<file path="config.mk">
export PLATFORM = sky130hd
export DESIGN_NAME = food_lfsr
export DESIGN_NICKNAME = d
export VERILOG_FILES = /design/src/rtl/food_lfsr.sv
export SDC_FILE = /design/constraint.sdc
export NUM_CORES = 1
export LEC_CHECK = 0
export BUFFER_PORTS_ARGS = -buffer_cell sky130_fd_sc_hd__buf_2
export CORE_UTILIZATION = 52
export CTS_CLUSTER_DIAMETER = 200
export DETAILED_ROUTE_END_ITERATION = 8
export GPL_TIMING_DRIVEN = 0
export PLACE_DENSITY = 0.79
export SYNTH_ARGS = -nofsm -noshare
export SYNTH_HDL_FRONTEND = slang
export SYNTH_SLANG_ARGS = --single-unit
</file>
<file path="constraint.sdc">
create_clock -name clk1 -period 1.23 [get_ports clk1]
set_input_delay 0.0615 -clock clk1 [delete_from_list [all_inputs] [get_ports clk1]]
set_output_delay 0.0615 -clock clk1 [all_outputs]
set_load 0.01 [all_outputs]
</file>
<file path="src/rtl/food_lfsr.sv">
// Pseudo-random food-cell generator: free-running 16-bit LFSR sampled on each
// synchronised rising edge of the game tick, with Y folded into the 48-row grid.
module food_lfsr #(
  parameter logic [15:0] SEED   = 16'hACE1,
  parameter int unsigned Y_MAX  = 47,
  parameter int unsigned Y_FOLD = 16
) (
  input  logic       clk1,
  input  logic       rst_n,
  input  logic       clk2,
  output logic [5:0] XCoord,
  output logic [5:0] YCoord
);

  localparam int unsigned CoordW = 6;
  localparam int unsigned LfsrW  = 16;

  logic [LfsrW-1:0]  lfsr;
  logic              s1, s2, s3;
  logic              fb;
  logic              tick;
  logic [CoordW-1:0] rawY;
  logic [CoordW-1:0] foldY;

  assign fb    = lfsr[15] ^ lfsr[13] ^ lfsr[12] ^ lfsr[10];
  assign tick  = s2 & ~s3;
  assign rawY  = lfsr[11:6];
  // Rows 48..63 fold back onto 32..47 so every latched row is on the grid.
  assign foldY = (rawY > CoordW'(Y_MAX)) ? (rawY - CoordW'(Y_FOLD)) : rawY;

  always_ff @(posedge clk1) begin
    if (!rst_n) begin
      lfsr   <= SEED;
      s1     <= 1'b0;
      s2     <= 1'b0;
      s3     <= 1'b0;
      XCoord <= '0;
      YCoord <= '0;
    end else begin
      // An all-zero register would lock up, so reseed instead of shifting.
      lfsr <= (lfsr == '0) ? SEED : {lfsr[LfsrW-2:0], fb};
      s1   <= clk2;
      s2   <= s1;
      s3   <= s2;
      if (tick) begin
        XCoord <= lfsr[5:0];
        YCoord <= foldY;
      end
    end
  end

endmodule

</file>
==> results of run 1 <==
## stage by stage
step	setup TNS [ps]	worst slack, ps	cell area, um^2	instances
floorplan	0	205	1000	101
finish	0	10.3	1240	150
global placement	0	5.32	1100	140
global route	-442	-69.0	1240	150
detailed placement	-40.0	-27.8	1100	140
CTS	0	3.76	1200	150
## final cells by class
type | count | area, um^2 | area share (%)
Tap cell | 25 | 31.3 | 2.53
Inverter | 1 | 3.75 | 0.303
Timing Repair Buffer | 16 | 90.1 | 7.27
Clock buffer | 8 | 68.8 | 5.56
Sequential cell | 31 | 622 | 50.2
Buffer | 4 | 17.5 | 1.41
Multi-Input combinational cell | 65 | 405 | 32.7
## cells by family (layout without fill, tap and decap cells)
| family | Yosys count | after routing |
|---|---|---|
| simple gates | 49 | 49 |
| flops | 31 | 31 |
| buf+inv | 5 | 29 |
| xor+xnor | 3 | 3 |
| compound gates | 13 | 13 |
## critical path, delay by kind of cell, from the launching register on
kind	cells	cell delay (ps)
flip-flops	1	360
AND/OR/NAND/NOR	2	570
AO/OA/AOI/OAI	1	230
## layer usage
| metal | up-vias | global-route usage (%) | part of all wire, % |
|---|---|---|---|
| met1 | 334 | 24.3 | 45 |
| met3 | 0 | 10.7 | 4.8 |
| li1 | 371 | - | - |
| met4 | 0 | 10.6 | 0 |
| met5 | - | 0 | 0 |
| met2 | 23 | 33.0 | 50 |
## how the worst max path moves through the flow
stage | from | to | cells past startpoint
global placement | lfsr[11] | lfsr[13] | 3
detailed placement | lfsr[11] | lfsr[13] | 3
global route | lfsr[8] | lfsr[13] | 3
floorplan | lfsr[11] | lfsr[10] | 3
finish | lfsr[8] | lfsr[13] | 3
CTS | lfsr[11] | lfsr[13] | 3
## layout by cell type, fill, tap and decap left out, drive strengths merged
cell type and n:
and2 11, nor2b 1, a41oi 1, xor2 2, buf 16, inv 1
dfxtp 31, clkbuf 10, dlygate4sd3 2, nand2 24, xnor2 1, nor4 4
nand3b 1, a21oi 12, nand2b 8
## power breakdown
group | internal [mW] | total [mW] | leakage [nW] | switching [mW]
clock network | 0.336 | 0.660 | 0.0386 | 0.324
registers | 1.06 | 1.11 | 0.255 | 0.0520
logic | 0.0627 | 0.125 | 0.203 | 0.0625
total | 1.46 | 1.89 | 0.497 | 0.438
## what timing repair did
item,in CTS,in global routing
setup endpoints to repair,8,8
endpoints found under the hold margin,2,0
pin swaps,1,2
hold buffers,2,0
gates resized for setup,1,6
## state kept, by name (all words and copies together) (netlist names)
| signal | flops |
|---|---|
| XCoord | 6 |
| YCoord | 6 |
| lfsr | 16 |
| s1 | 1 |
| s2 | 1 |
| s3 | 1 |
==> impl_metrics.ini, run 1 <==
[run_status]
status = completed

[clock_tree]
post-cts-setup-buffers = 0
cts.clk_slew.worst_paths_ps = 90
htreeDepth = 2
clk-insertion-delay-late_ps = 330
clock_path_buffers = 2
cts_root_buffer = clkbuf_4
cts_sinks = 31
cts_tree = yes
cts_buffers = 5

[detailed_routing]
first_pass_iters = 6
drc_errors = 0
wl_per_cell_um = 13.0
ant_nets = 0
drt_iter0_drc = 16
wirelength_um = 1950
vias = 728
viasPerCell = 4.85

[logic_synthesis]
synth_seq_area_share_pct = 62.1
synth_xor_area_share_pct = 2.63
ys_types = 16
synth-simple-area-share_pct = 25.5
ys_ff_latch = 31
muxShareOfSynthArea_pct = 0
synth_top_area_share_pct = 62.1
syn_avg_cell_area_um2 = 9.90
synth_area_leader_cell = dfxtp_1
synth-compound-area-share_pct = 7.63
syn_inst = 101
syn-num-nets = 104
async_flop_share_pct = 0
synth-edff-count = 0
synth_warnings = 0
yosysMostFrequentCell = dfxtp_1
synth_area_um2 = 1000
ys.flop_type = dfxtp_1
yosys-top-cells-area = dfxtp_1, nand2_1, and2_1
post_synth_fa_ha_maj_area_fraction_pct = 0
synth_top_family_by_area = simple AND/OR/NAND/NOR gates
synth_common_cells = dfxtp_1, nand2_1, a21oi_1

[power_and_ir_drop]
ir_drop_v = 0.00114
p_leak_nw = 0.497
p_per_area_nw_per_um2 = 1530
p_total_mw = 1.89

[floorplan]
dieArea_um2 = 2100
num_rows = 15
die_y_um = 45.8
start_util_pct = 56.7
coreArea_um2 = 1760
die_w_um = 45.8
ioPinCount = 15

[critical_path]
criticalPathCategory = flip-flop to flip-flop
cp_max_fo = 8
worstPathArrival_ps = 1490
slowest_stage = nor4_2
critPathLaunchType = flip-flop
rr_endpoint = lfsr[13]
r2r-start = lfsr[8]
cp_slowest_stage_delay_ps = 430
r2r_setup_slack_ps = 10
crit_chain = nor4_2, a41oi_4, nand2b_1
required_ps = 1500
r2r_cells = 3
critPathCaptureType = flip-flop

[sta]
clock.fmax_mhz = 820
maxSlewHeadroom_pct = 70.5
drv_slew = 0
rsz0062_at_grt = true
setup_viol = 0
worst_pin_slew_ps = 442
finalClockSkew_ps = 5.09
post-route-min-period_ps = 1220
period_share_pct = 99.2
hold_viol = 0
whs_ps = 438

[hold_path]
hold_end = s2
hold_class = flip-flop to flip-flop
worstHoldStart = s1
hold_path_depth = 1

[global_routing]
grt_max_degree = 11
track_usage_pct = 21.4
grt_pass1_vias = 660
antenna_found_initial = 0
overflow = 0
grt_pass1_wl_um = 2940

[cells_and_area]
final_nets = 127
antenna_cells = 0
drive_above_1_share_pct = 24.0
fill_cells = 170
fin_util_pct = 70.2
area_growth_pct = 23.9

[place]
hpwl_um = 1230
place.gp.congestion = 0.714
port_buffers = 14

[flow_run]
max_cap_viol_count = 0
Power figures use the tool's default switching activity.
==> run 2, diff against run 1 <==
PLACE_DENSITY = 0.82   (was 0.79)
==> impl_metrics.ini, run 2 (same netlist as run 1, synthesis figures left out) <==
[floorplan]
num_rows = 15
ioPinCount = 15
dieArea_um2 = 2100
die_y_um = 45.8
coreArea_um2 = 1760
die_w_um = 45.8
start_util_pct = 56.7

[cells_and_area]
design_area_um2 = 1250
largest_reg_flops = 16
fill_cells = 157
reg_top3 = lfsr (16), XCoord (6), YCoord (6)
mostFrequentLayoutCell = dfxtp_1
antenna_cells = 0
area_growth_pct = 25.2
multi_input_area_um2 = 399
regMostFlops = lfsr
mostFrequentLayoutCells = dfxtp_1, nand2_1, buf_2, a21oi_1, and2_1
drive_above_1_share_pct = 24.8
final_nets = 127
final_cells = 150
seq_area_um2 = 621

[detailed_routing]
ant_nets = 0
drc_errors = 0
drt_iter0_drc = 7
wl_per_cell_um = 12.9
viasPerCell = 5.01
first_pass_iters = 4
vias = 751
wirelength_um = 1940

[clock_tree]
clock_path_buffers = 2
cts_tree = yes
cts.clk_slew.worst_paths_ps = 90
cts_sinks = 31
cts_root_buffer = clkbuf_4
htreeDepth = 2
cts_buffers = 5
clk-insertion-delay-late_ps = 330

[sta]
maxSlewHeadroom_pct = 72.2
setup-tns-final_ps = 0
clock.fmax_mhz = 849
drv_slew = 0
hold_viol = 0
post-route-min-period_ps = 1180
period_share_pct = 95.7
finalClockSkew_ps = 6.74
rsz0062_at_grt = true
setup_viol = 0
worst_pin_slew_ps = 417
whs_ps = 442

[global_routing]
grt_max_degree = 11
track_usage_pct = 22.6
grtUsageMet2_pct = 33.8
grt_busiest_layer = met2
globalRouteMet3Util_pct = 10.7
grt_pass1_vias = 691
grt.met1_usage_pct = 25.0
overflow = 0
grt_pass1_wl_um = 3020
antenna_found_initial = 0

[power_and_ir_drop]
p_leak_nw = 0.506
seqPwrFrac_pct = 54.0
p_per_area_nw_per_um2 = 1640
ir_drop_v = 0.00127
p_int_mw = 1.60
power_switching_mw = 0.449
comb_power_share_pct = 6.1
swShare_pct = 21.9
clock_power_share_pct = 39.9

[hold_path]
hold_class = flip-flop to flip-flop

[flow_run]
max_cap_viol_count = 0

[critical_path]
critPathCaptureType = flip-flop
worstPathArrival_ps = 1440
crit_chain = nor4_2, a41oi_4, nand2b_1
critPathLaunchType = flip-flop
cp_slowest_stage_delay_ps = 380
required_ps = 1490
slowest_stage = nor4_2
criticalPathCategory = flip-flop to flip-flop
cp_max_fo = 8

[place]
placed_cell_area_um2 = 1100
port_buffers = 14
place.gp.congestion = 0.721
hpwl_um = 1220
dp_cells = 140

[run_status]
status = completed
==> run 2: cell types whose count changed in the layout (fill, tap and decap cells not counted), sizes merged <==
cell / before / now
clkinv: 0 / 1
clkbuf: 10 / 9
bufinv: 0 / 1
buf: 16 / 15
==> run 2: stage by stage <==
step	util (%)	setup slack, ps	power [mW]
2_1_floorplan	-	205	1.19
3_3_place_gp	62.4	22.7	1.22
3_5_place_dp	62.4	0.508	1.23
4_1_cts	68.8	21.9	2.06
5_1_grt	70.9	-20.4	2.13
6_report	70.9	52.4	2.05
==> run 2: routing by layer <==
| metal | up-vias | part of all wire [%] |
|---|---|---|
| li1 | 372 | - |
| met1 | 361 | 42 |
| met2 | 16 | 52 |
| met3 | 2 | 4.7 |
| met4 | 0 | 1.3 |
| met5 | - | 0 |
==> run 2: timing repair <==
action                                 in CTS  in global routing
setup endpoints to repair                   8                 14
endpoints found under the hold margin       2                  0
buffers inserted                            0                  0
pin swaps                                   0                  2
gates resized for setup                     1                  6
hold buffers                                2                  0
==> run 2: worst paths after layout <==
path	start	end	slack, ps	depth (start not counted)
worst min-delay path	s1	s2	440	1
worst max-delay path	lfsr[8]	lfsr[10]	50	3
worst min register to register	s1	s2	440	1
worst max register to register	lfsr[8]	lfsr[10]	50	3
==> run 2: final cells by class <==
class,instances,share of cell area (%)
plain buffers,4,1.60
clock inverters,2,2.80
repair buffers,16,7.20
clock buffers,6,4.10
flip-flops and latches,31,49.6
inverters,1,0.300
multi-input cells,65,31.9
well taps,25,2.50
==> run 2: power by group through the flow <==
stage | clock network (mW) | logic, mW | registers, mW
final | 0.817 | 0.125 | 1.10
after floorplan | 0 | 0.0764 | 1.11
after detailed placement | 0 | 0.112 | 1.12
after global routing | 0.880 | 0.141 | 1.11
after global placement | 0 | 0.107 | 1.12
after CTS | 0.842 | 0.119 | 1.10
==> run 2: critical path, delay by kind of cell, from the launching register on <==
| kind | cells | cell delay, ps |
|---|---|---|
| compound gates | 1 | 250 |
| flops | 1 | 340 |
| simple gates | 2 | 520 |
==> run 3, diff against run 2 <==
ABC_AREA = 1   (was default)
CAP_MARGIN = 5   (was default)
CORE_UTILIZATION = 53   (was 52)
PLACE_DENSITY = 0.83   (was 0.82)
==> impl_metrics.ini, run 3 <==
[detailed_routing]
drc_errors = 0
drt_iter0_drc = 11
ant_nets = 0
wirelength_um = 1790
vias = 800
first_pass_iters = 4
viasPerCell = 4.76
wl_per_cell_um = 10.6

[logic_synthesis]
synth-edff-count = 0
ys_ff_latch = 31
syn_avg_cell_area_um2 = 8.74
yosysMostFrequentCell = dfxtp_1
async_flop_share_pct = 0
synth_area_leader_cell = dfxtp_1
syn_inst = 120
syn-num-nets = 123
synth_seq_area_share_pct = 59.2
synth_top_area_share_pct = 59.2
synth_common_cells = dfxtp_1, nor2_1, inv_1
synth_area_um2 = 1050
ys.flop_type = dfxtp_1
yosys-top-cells-area = dfxtp_1, nor2_1, inv_1
synth_warnings = 0
ys_types = 17

[sta]
setup_viol = 0
maxSlewHeadroom_pct = 87.1
finalClockSkew_ps = 4.97
clock.fmax_mhz = 932
hold_viol = 0
rsz0062_at_grt = false
drv_slew = 0
worst_pin_slew_ps = 193
post-route-min-period_ps = 1070
worst_slack_ps = 157
whs_ps = 36.1
period_share_pct = 87.2
setup-tns-final_ps = 0

[clock_tree]
cts_root_buffer = clkbuf_4
cts_sinks = 31
cts_tree = yes
clock_path_buffers = 2
clk-insertion-delay-late_ps = 320
cts_buffers = 5
post-cts-setup-buffers = 0
htreeDepth = 2
cts.clk_slew.worst_paths_ps = 100

[cells_and_area]
final_nets = 145
regMostFlops = lfsr
largest_reg_flops = 16
antenna_cells = 0
drive_above_1_share_pct = 21.0
area_growth_pct = 16.2
reg_top3 = lfsr (16), XCoord (6), YCoord (6)
mostFrequentLayoutCell = dfxtp_1
mostFrequentLayoutCells = dfxtp_1, nor2_1, buf_2, inv_1, nand2_1
final_cells = 168

[critical_path]
slowest_stage = dfxtp_1
worstPathArrival_ps = 1290
required_ps = 1450
crit_chain = nor2_1, nand2_1, nor2_2, nand2_4, nand2_4, nor2_1
criticalPathCategory = flip-flop to flip-flop
path_delay_family = simple AND/OR/NAND/NOR gates
critPathLaunchType = flip-flop
critPathBufInv = 0
cp_slowest_stage_delay_ps = 360
cp_max_fo = 9
critPathCaptureType = flip-flop

[run_status]
status = completed

[global_routing]
grt_pass1_wl_um = 2910
grt_max_degree = 12
track_usage_pct = 20.6
antenna_found_initial = 0
grt_pass1_vias = 697
overflow = 0

[power_and_ir_drop]
p_per_area_nw_per_um2 = 1490
ir_drop_v = 0.000975
p_leak_nw = 0.605
p_total_mw = 1.81

[place]
place.gp.congestion = 0.767
post-place-ws_ps = 173
hpwl_um = 1310
port_buffers = 14
dp_cells = 159

[floorplan]
start_util_pct = 58.8
dieArea_um2 = 2160
die_w_um = 46.5
num_rows = 15
ioPinCount = 15
coreArea_um2 = 1780
die_y_um = 46.5

[hold_path]
hold_class = primary input to flip-flop

[flow_run]
max_cap_viol_count = 0
run 3: changes by cell type after synthesis, moves of 3 or more:
| cell | delta |
|---|---|
| and2_1 | -10 |
| nand3_1 | +3 |
| o21ai_0 | +10 |
| nand2_1 | -13 |
| a21oi_1 | -4 |
| nor4_1 | -3 |
| nand2b_1 | -8 |
| nand3b_1 | +4 |
| inv_1 | +14 |
| nor2_1 | +24 |
run 3: tightest hold or removal path: stages:
cell	delay [ps]
buf_2	140
inv_1	80
nor2_1	40
run 3: repair_timing:
action / 4_1_cts / 5_1_grt
gates resized for setup: 0 / 1
setup endpoints to repair: 0 / 4
hold buffers: 1 / 0
endpoints found under the hold margin: 1 / 0
run 3: area by class of cell:
cell class	instances	area (um^2)
multi-input cells	70	350
clock inverters	3	20.0
inverters	16	60.1
flip-flops and latches	31	622
fillers	154	564
well taps	25	31.3
plain buffers	3	17.5
repair buffers	15	80.1
clock buffers	5	37.5
run 3: path summary, 6_finish.rpt:
path              startpoint  cells past startpoint  slack, ps   endpoint
setup / recovery    lfsr[12]                      6        160   lfsr[14]
setup reg to reg    lfsr[12]                      6        160   lfsr[14]
hold / removal         rst_n                      3         40  YCoord[4]
hold reg to reg           s1                      2        420         s2
run 3: power breakdown:
part	internal, mW	total [mW]	leakage (nW)	switching [mW]
combinational	0.0655	0.151	0.322	0.0853
sequential	1.06	1.10	0.256	0.0348
clock	0.218	0.566	0.0272	0.348
run 3: through the flow:
step	util (%)	area, um^2
global placement	64.5	1150
finish	68.4	1220
global route	68.4	1220
CTS	68.3	1220
detailed placement	64.5	1150
floorplan	-	1050
run 3: logic make-up (layout without fill, tap and decap cells):
kind of cell    after synthesis  after routing  synth area share (%)
simple gates                 47             47                  20.8
flops                        31             31                  59.2
compound gates               19             19                  9.31
buf+inv                      19             42                  7.40
xor+xnor                      4              4                  3.34
run 3: layer usage:
| layer | GRT usage, % | share of wire, % | vias up |
|---|---|---|---|
| met5 | 0 | 0 | - |
| met4 | 12.4 | 2.6 | 0 |
| met3 | 9.80 | 5.7 | 7 |
| met2 | 31.4 | 49 | 22 |
| met1 | 23.0 | 43 | 354 |
| li1 | - | - | 417 |
